## config.mk

```make
export PLATFORM = sky130hd
export DESIGN_NAME = palette_lut_anim
export DESIGN_NICKNAME = d
export VERILOG_FILES = /design/src/rtl/palette_pkg.sv /design/src/rtl/palette_anim_phase.sv /design/src/rtl/palette_lut_anim.sv
export SDC_FILE = /design/constraint.sdc
export NUM_CORES = 1
export LEC_CHECK = 0
export ABC_CLOCK_PERIOD_IN_PS = 11570
export CAP_MARGIN = 10
export CORE_AREA = 2 2 221 223
export CTS_BUF_LIST = sky130_fd_sc_hd__clkbuf_16
export DETAILED_ROUTE_END_ITERATION = 7
export DIE_AREA = 0 0 223 225
export PLACE_DENSITY = 0.5
export SYNTH_ARGS = -nofsm -noshare
export SYNTH_HDL_FRONTEND = slang
export SYNTH_SLANG_ARGS = --single-unit
export TNS_END_PERCENT = 50
```

## constraint.sdc

```tcl
create_clock -name Clk -period 11.57 [get_ports Clk]
set_input_delay 2.314 -clock Clk [delete_from_list [all_inputs] [get_ports Clk]]
set_output_delay 2.314 -clock Clk [all_outputs]
set_load 0.02 [all_outputs]
```

## src/rtl/palette_pkg.sv

```systemverilog
// Shared types and helpers for the animated palette lookup.
//   rgb_t      : packed {r,g,b} colour entry, RGB_CH_W bits per channel
//   state_t    : INIT (post-reset clear) / RUN (normal operation)
//   eff_index  : maps a requested palette index to the stored entry,
//                applying palette-cycling rotation inside the animated range
package palette_pkg;

    // Channel width baked into rgb_t; the top-level CH_W must match.
    localparam int unsigned RGB_CH_W = 4;

    typedef struct packed {
        logic [RGB_CH_W-1:0] r;
        logic [RGB_CH_W-1:0] g;
        logic [RGB_CH_W-1:0] b;
    } rgb_t;

    typedef enum logic [0:0] {INIT, RUN} state_t;

    // 32-bit arithmetic leaves headroom when base+len reaches the table depth.
    // offset and phase are both < len, so one conditional subtract is the modulo.
    function automatic int unsigned eff_index(input int unsigned idx,
                                              input int unsigned phase,
                                              input logic        anim_en,
                                              input int unsigned base,
                                              input int unsigned len);
        int unsigned rot;
        if (anim_en && (idx >= base) && (idx < base + len)) begin
            rot = idx - base + phase;
            if (rot >= len) begin
                rot = rot - len;
            end
            return base + rot;
        end
        return idx;
    endfunction

endpackage

```

## src/rtl/palette_anim_phase.sv

```systemverilog
// Frame counter and rotation-phase generator for palette cycling.
//   Clk, Reset  : clock, synchronous active-high reset
//   frame_tick  : one-cycle pulse per video frame
//   anim_en     : cycling enable; low clears counter and phase
//   enable      : qualifies frame_tick (low while the palette is being cleared)
//   anim_phase  : current rotation phase, 0..ANIM_LEN-1
module palette_anim_phase #(
    parameter int unsigned ANIM_LEN        = 3,
    parameter int unsigned FRAMES_PER_STEP = 8,
    parameter int unsigned PHASE_W         = 2
) (
    input  logic               Clk,
    input  logic               Reset,
    input  logic               frame_tick,
    input  logic               anim_en,
    input  logic               enable,
    output logic [PHASE_W-1:0] anim_phase
);

    localparam int unsigned CNT_W = (FRAMES_PER_STEP > 1) ? $clog2(FRAMES_PER_STEP) : 1;

    logic [CNT_W-1:0]   cnt_q, cnt_d;
    logic [PHASE_W-1:0] phase_q, phase_d;

    always_comb begin
        cnt_d   = cnt_q;
        phase_d = phase_q;
        if (!anim_en) begin
            cnt_d   = '0;
            phase_d = '0;
        end else if (enable && frame_tick) begin
            if (cnt_q == CNT_W'(FRAMES_PER_STEP - 1)) begin
                cnt_d   = '0;
                phase_d = (phase_q == PHASE_W'(ANIM_LEN - 1)) ? '0 : phase_q + 1'b1;
            end else begin
                cnt_d = cnt_q + 1'b1;
            end
        end
    end

    always_ff @(posedge Clk) begin
        if (Reset) begin
            cnt_q   <= '0;
            phase_q <= '0;
        end else begin
            cnt_q   <= cnt_d;
            phase_q <= phase_d;
        end
    end

    assign anim_phase = phase_q;

endmodule

```

## src/rtl/palette_lut_anim.sv

```systemverilog
// Runtime-writable multi-bank colour palette with palette cycling.
//   Clk, Reset            : clock, synchronous active-high reset
//   frame_tick, anim_en   : animation phase advance / enable
//   bank_sel, rd_valid,
//   index                 : lookup request; colour appears one cycle later
//   wr_en, wr_bank,
//   wr_index, wr_color    : palette write port ({R,G,B})
//   red, green, blue      : looked-up colour (held when no request)
//   out_valid             : colour belongs to a request issued last cycle
//   init_busy             : high while the post-reset clear sweeps the table
//   anim_phase            : current rotation phase
module palette_lut_anim
    import palette_pkg::*;
#(
    parameter int unsigned INDEX_W         = 4,
    parameter int unsigned NUM_BANKS       = 2,
    parameter int unsigned CH_W            = 4,
    parameter int unsigned ANIM_BASE       = 9,
    parameter int unsigned ANIM_LEN        = 3,
    parameter int unsigned FRAMES_PER_STEP = 8,
    localparam int unsigned BANK_W  = (NUM_BANKS > 1) ? $clog2(NUM_BANKS) : 1,
    localparam int unsigned PHASE_W = (ANIM_LEN > 1) ? $clog2(ANIM_LEN) : 1
) (
    input  logic                Clk,
    input  logic                Reset,
    input  logic                frame_tick,
    input  logic                anim_en,
    input  logic [BANK_W-1:0]   bank_sel,
    input  logic                rd_valid,
    input  logic [INDEX_W-1:0]  index,
    input  logic                wr_en,
    input  logic [BANK_W-1:0]   wr_bank,
    input  logic [INDEX_W-1:0]  wr_index,
    input  logic [3*CH_W-1:0]   wr_color,
    output logic [CH_W-1:0]     red,
    output logic [CH_W-1:0]     green,
    output logic [CH_W-1:0]     blue,
    output logic                out_valid,
    output logic                init_busy,
    output logic [PHASE_W-1:0]  anim_phase
);

    localparam int unsigned DEPTH    = 2 ** INDEX_W;
    localparam int unsigned PTR_W    = BANK_W + INDEX_W;
    localparam int unsigned LAST_PTR = NUM_BANKS * DEPTH - 1;

    typedef logic [INDEX_W-1:0] idx_t;

    rgb_t mem_q [NUM_BANKS][DEPTH];

    state_t             state_q, state_d;
    logic [PTR_W-1:0]   clr_ptr_q, clr_ptr_d;
    rgb_t               rd_q, rd_d;
    logic               out_valid_q, out_valid_d;

    logic               mem_we;
    logic [BANK_W-1:0]  mem_wbank;
    idx_t               mem_widx;
    rgb_t               mem_wdata;
    idx_t               eff_idx;

    palette_anim_phase #(
        .ANIM_LEN        (ANIM_LEN),
        .FRAMES_PER_STEP (FRAMES_PER_STEP),
        .PHASE_W         (PHASE_W)
    ) u_anim_phase (
        .Clk        (Clk),
        .Reset      (Reset),
        .frame_tick (frame_tick),
        .anim_en    (anim_en),
        .enable     (state_q == RUN),
        .anim_phase (anim_phase)
    );

    assign eff_idx = idx_t'(eff_index(32'(index), 32'(anim_phase), anim_en,
                                      ANIM_BASE, ANIM_LEN));

    always_comb begin
        state_d     = state_q;
        clr_ptr_d   = clr_ptr_q;
        rd_d        = rd_q;
        out_valid_d = 1'b0;
        mem_we      = 1'b0;
        mem_wbank   = '0;
        mem_widx    = '0;
        mem_wdata   = '0;
        unique case (state_q)
            INIT: begin
                // Bank-major sweep: upper pointer bits select the bank.
                mem_we    = 1'b1;
                mem_wbank = clr_ptr_q[PTR_W-1:INDEX_W];
                mem_widx  = clr_ptr_q[INDEX_W-1:0];
                if (clr_ptr_q == PTR_W'(LAST_PTR)) begin
                    state_d = RUN;
                end else begin
                    clr_ptr_d = clr_ptr_q + 1'b1;
                end
            end
            RUN: begin
                if (wr_en && (32'(wr_bank) < NUM_BANKS)) begin
                    mem_we    = 1'b1;
                    mem_wbank = wr_bank;
                    mem_widx  = wr_index;
                    mem_wdata = rgb_t'(wr_color);
                end
                // Reads see the pre-edge table, so a same-entry write is not visible yet.
                if (rd_valid) begin
                    out_valid_d = 1'b1;
                    rd_d = (32'(bank_sel) < NUM_BANKS) ? mem_q[bank_sel][eff_idx] : '0;
                end
            end
            default: ;
        endcase
    end

    always_ff @(posedge Clk) begin
        if (Reset) begin
            state_q     <= INIT;
            clr_ptr_q   <= '0;
            rd_q        <= '0;
            out_valid_q <= 1'b0;
        end else begin
            state_q     <= state_d;
            clr_ptr_q   <= clr_ptr_d;
            rd_q        <= rd_d;
            out_valid_q <= out_valid_d;
        end
    end

    // Table has no reset; the INIT sweep zeroes it.
    always_ff @(posedge Clk) begin
        if (mem_we && !Reset) begin
            mem_q[mem_wbank][mem_widx] <= mem_wdata;
        end
    end

    assign red       = rd_q.r;
    assign green     = rd_q.g;
    assign blue      = rd_q.b;
    assign out_valid = out_valid_q;
    assign init_busy = (state_q == INIT);

endmodule

```

Word-level counts from Yosys, hierarchy flattened. Memory sizes are Yosys's and may differ from the RTL's. Index checks and enable logic that the tools add are counted.

Word-level logic and storage cells: 66. Output and inout bits: 16. Input port bits: 28. Register bits: 24. Bits in writable memories: 384. Memories kept: 1.

Reductions and logical operators: 11. Muxes and demuxes: 25. Bitwise logic cells: 5. Eq/ne operators: 3. Magnitude comparators: 6. $add $sub $neg: 7.

Memory list: mem_q (depth 2, bits a word 192, read ports 1, clocked after memory_dff 0, write ports 1, line palette_lut_anim.sv:49) `rgb_t mem_q [NUM_BANKS][DEPTH];`.

Operator list (count): 192-bit 2-to-1 mux (1); 12-bit 2-to-1 mux (5); 12-bit binary-select mux with 4-bit select (1); 12-bit demux with 4-bit select (1); 32-bit by 2-bit greater-or-equal comparator with 1-bit output (second input constant) (1); 4-bit 2-to-1 mux (5); 5-bit greater-or-equal comparator (second input constant) (2); 4-bit inverter with 5-bit output (2); 4-bit case mux with 2 select lines (1); 1-bit 2-to-1 mux (7); 5-bit by 3-bit adder with 6-bit output (1); 2-bit AND reduction (3); 5-bit by 1-bit adder with 5-bit output (second input constant) (1); 5-bit == test (second input constant) (1); 1-bit logical AND (5); 5-bit by 1-bit less-than comparator with 1-bit output (second input constant) (1); 4-bit by 4-bit subtractor with 5-bit output (second input constant) (1); 4-bit adder (first input constant) (1); 4-bit greater-or-equal comparator (second input constant) (1); 4-bit less-than comparator (second input constant) (1); 1-bit case mux with 2 select lines (2); 2-bit OR reduction (2); 4-bit by 3-bit subtractor with 4-bit output (second input constant) (1); 3-bit by 1-bit adder with 3-bit output (second input constant) (1); other kinds (7) (9).

Logic depth before layout (Yosys ltp).
Word-level depth: 12. Mapped depth: 21. Mapped depth without buffers: 18.

Hierarchy. From an unflattened synthesis, not the netlist that was laid out.

Cell total of the unflattened synthesis: 1283. Area total of the unflattened synthesis: 17769.5 um2.

Modules (own cells, without submodules): palette_lut_anim (cells each 1259, instances 1, sequential area each 11911.4 um2, area an instance 17508.0 um2); palette_anim_phase (cells each 24, instances 1, sequential area each 100.1 um2, area an instance 261.5 um2).

Worst setup path before layout. OpenSTA, ideal clock, no wires.

Path type: input port to flip-flop. Start: input port index[0]. End: register rd_q, in the netlist blue[0]. Cell stages on the path: 18. Setup slack: 5487 ps. Buffers on the path: 3. Data arrival time: 5957 ps. Cell sequence: inv_1 > ha_1 > inv_1 > fa_1 > nand2b_1 > and3_1 > o21ai_0 > nand2_1 > nand2_1 > mux2_2 > ha_1 > a22o_1 > buf_2 > buf_2 > clkbuf_1 > mux2_2 > a22oi_1 > o21ai_0.

Longest elaborated chain between the ends: 12. Elaborated cells between the ends (all ways): 18.

Ends and longest elaborated chain: start: declaration (line palette_lut_anim.sv:30) `input logic [INDEX_W-1:0] index,`; 4-bit by 4-bit subtractor with 5-bit output (line palette_pkg.sv:28) `rot = idx - base + phase;`; 5-bit by 3-bit adder with 6-bit output (line palette_pkg.sv:28); 32-bit by 2-bit greater-or-equal comparator with 1-bit output or 4-bit by 3-bit subtractor with 4-bit output (tied branches) (line palette_pkg.sv:29, palette_pkg.sv:30); 4-bit 2-to-1 mux (line palette_pkg.sv:29) `if (rot >= len) begin`; 4-bit 2-to-1 mux (line palette_pkg.sv:27) `if (anim_en && (idx >= base) && (idx < base + len)) begin`; 4-bit adder (line palette_pkg.sv:32) `return base + rot;`; 4-bit 2-to-1 mux (line palette_pkg.sv:27); 4-bit 2-to-1 mux (*) (line palette_pkg.sv:34) `return idx;`; 4-bit inverter with 5-bit output (not written as such) (*) (line palette_lut_anim.sv:109) `rd_d = (32'(bank_sel) < NUM_BANKS) ? mem_q[bank_sel][eff_idx] : '0;`; 12-bit binary-select mux with 4-bit select (*) (line palette_lut_anim.sv:109); 12-bit 2-to-1 mux (not written as such) (*) (2 in a row) (line palette_lut_anim.sv:109); end signal: assignment (line palette_lut_anim.sv:125) `rd_q <= rd_d;`; end: declaration (line palette_lut_anim.sv:53) `rgb_t rd_q, rd_d;`.

Every way passes the cells marked *; elsewhere a longest branch is shown, timed or not. The select of a mux whose other input is x is not followed. A chain may end at the register's enable or synchronous reset.

Worst setup path in the final report.
Start: input port index[1]. End: register rd_q, in the netlist red[1].

The elaborated chain is that of the path after synthesis.

==> results_dict.tcl <==
set metrics [dict create \
    cap_violations 0 \
    grt_usage_pct 17.5 \
    root_buffer "clkbuf_16" \
    ios 44 \
    routed_via_density 5.34 \
    worstPathMaxFanout 22 \
    wl_microns 43300 \
    peakVddDrop_v 0.0000954 \
    most-common-layout-cells "384 x edfxtp_1, 80 x mux4_2, 66 x mux2i_1" \
    grt_pass1_wl_microns 62500 \
    critPathTopFamily "simple AND/OR/NAND/NOR gates" \
    avgSynthCellArea_sq_um 18.4 \
    finalHoldViolCount 0 \
    grt_start_max_net_pins 56 \
    core-area_sq_um 47500 \
    post_cts_buffers 0 \
    cts_buffers 43 \
    rsz0062_at_grt "no" \
    p_leak_nw 5.96 \
    finalCritPeriodShare_pct 62.0 \
    hp-class "reg2reg" \
    cts_resized 0 \
    ant_nets 0 \
    yosys_most_used_dff "edfxtp_1" \
    cp.required_ns 12.05 \
    gr-total-overflow 0 \
    fmax_mhz 139 \
    numPortBuffers 43 \
    std_cell_rows 80 \
    total_power_w 0.00310 \
    clock_path_buffers 3 \
    drc 0 \
    dieArea_sq_um 50200 \
    routabilityCongestion 0.846 \
    drive_gt1_share_pct 20.0 \
    cts_tree "done" \
    critPathBufInv 4 \
    p_per_area_nw_per_um2 161 \
    ys_seq_area_share_pct 72.7 \
    yosysWarnings 0 \
    status "finished, final reports clean" \
    first_iter_violations 838 \
    synthesis.area_sq_um 16500 \
    hpwl_microns 27200 \
    finClkSkew_ns 0.0211 \
    clock_latency_ns 0.58 \
    cp-start-kind "primary input" \
    wl_per_cell_microns 26.5 \
    antenna_found_initial 2 \
    synth_edf_count 384 \
    cts.sinks 408 \
    yosysTopAreaCell "edfxtp_1" \
    ys_top_cells_by_area "edfxtp_1 70%, mux4_2 11%, mux2i_1 4.0%, dfxtp_1 2.9%, nor2_1 1.6%" \
    crit_path_cell_trace "clkdlybuf4s50_1 -> inv_1 -> ha_1 -> inv_1 -> fa_1 -> nand2b_1 -> and3_1 -> o21ai_0 -> nand2_1 -> nand2_1 -> mux2_2 -> ha_1 -> inv_1 -> nor3_1 -> o21ai_1 -> nand2_1 -> nand3_1 -> o21ai_0 -> o21ai_0" \
    worstMarginPinSlew_ns 1.08 \
    cp_slowest_cell "nand2_1" \
    mostFrequentLayoutCell "edfxtp_1" \
    htreeDepth 2 \
    die_w_microns 223 \
    fin_nets 1026 \
    initial_core_util_pct 34.8 \
    firstDrtPassIters 5 \
    vias 8747 \
    synthCells 901 \
    setup_violations 0 \
    setup_tns_ns 0 \
    synth-seq-cells 408 \
    final_max_slew_viol_count 0 \
    die_y_microns 225 \
    grt_pass1_vias 8755 \
    syn_to_final_growth_pct 16.4 \
    clkTransAtPathRegs_ns 0.06 \
    hold_buffers 0 \
    synth_top_area_share_pct 69.7 \
    relSlewSlack_pct 28.2 \
    synthArstFlopShare_pct 0 \
    cp-end-kind "flop" \
    yosysUniqueCellTypes 54 \
    cp.arrival_ns 7.66 \
    critPathKind "in2reg" \
    cp_slowest_stage_delay_ns 0.67 \
    min_period_ns 7.17 \
    syn_nets 940 \
]
## state kept, by name, indices dropped and copies added, names as in the netlist
name / flops
out_valid: 1
red: 4
clr_ptr_q: 5
green: 4
state_q: 1
mem_q: 384
u_anim_phase.anim_phase: 2
u_anim_phase.cnt_q: 3
blue: 4
## area by class of cell
class                           count  area [sq um]
Clock buffer                       43          1080
Sequential cell                   408         12000
Inverter                            9          33.8
Fill cell                        4197         28300
Multi-Input combinational cell    441          4330
Timing Repair Buffer               84           756
Antenna cell                        1          2.50
Tap cell                          615           769
Clock inverter                     36           258
## worst reg2reg max path: stages (launching register included)
cell and delay [ns]:
dfxtp_1 0.36, ha_1 0.23, fa_1 0.43, nand2b_1 0.18, and3_1 0.21, o21ai_0 0.25
nand2_1 0.09, nand2_1 0.11, mux2_2 0.34, ha_1 0.19, inv_1 0.09, nor3_1 0.06
o21ai_1 0.50, nand2_1 0.67, nand3_1 0.58, o21ai_0 0.30, o21ai_0 0.28
## cells in the mapped netlist, drive strengths merged, types with 3 or more instances
library cell,count
edfxtp,384
buf,23
and3,17
inv,9
a21o,4
o2111ai,8
nand2,22
xnor2,4
xor2,3
nand3,10
nand2b,4
nor3,10
mux2i,66
ha,10
o21ai,32
dfxtp,24
nor2,71
clkbuf,20
mux2,13
and2,6
nor2b,3
a21oi,11
o31a,3
or3,18
mux4,80
a22oi,16
## final timing paths
check | start | endpoint | slack, ns | cells after the start
setup / recovery | index[1] | red[1]$_SDFFE_PP0P_ | 4.40 | 19
hold / removal | u_anim_phase.cnt_q[2]$_SDFFE_PP0P_ | u_anim_phase.cnt_q[2]$_SDFFE_PP0P_ | 0.47 | 2
setup reg to reg | u_anim_phase.anim_phase[0]$_SDFFE_PP0P_ | red[1]$_SDFFE_PP0P_ | 6.62 | 16
hold reg to reg | u_anim_phase.cnt_q[2]$_SDFFE_PP0P_ | u_anim_phase.cnt_q[2]$_SDFFE_PP0P_ | 0.47 | 2
## report_power, final
part	internal [W]	leakage, nW	switching (W)
clock network	0.000747	0.696	0.000576
logic	0.0000721	1.94	0.0000967
registers	0.00160	3.32	0.00000318
total	0.00242	5.96	0.000675
## layer usage
metal	vias to the layer above	part of all wire [%]	global-route usage, %
met5	-	0.030	0
met4	2	3.5	7.75
met3	73	6.7	3.65
met2	293	44	25.7
met1	4565	46	25.0
li1	3814	-	-
## metrics by stage
stage | area (sq um) | cells | hold slack [ns] | setup slack, ns | util, %
2_1_floorplan | 16500 | 901 | 0.440 | 5.49 | -
3_3_place_gp | 17900 | 1556 | 0.446 | 3.82 | 37.6
3_5_place_dp | 17900 | 1556 | 0.462 | 3.86 | 37.6
4_1_cts | 19200 | 1635 | 0.471 | 4.44 | 40.4
5_1_grt | 19200 | 1636 | 0.494 | 4.07 | 40.5
6_report | 19200 | 1637 | 0.466 | 4.40 | 40.5
## cell families after synthesis
kind of cell | after synthesis | synth area share [%]
flops | 408 | 72.7
simple gates | 171 | 4.96
mux | 159 | 15.8
compound gates | 92 | 3.81
buf+inv | 52 | 1.41
fa+ha+maj | 11 | 0.878
xor+xnor | 8 | 0.515
No activity file was read; power rests on OpenSTA's default activity.
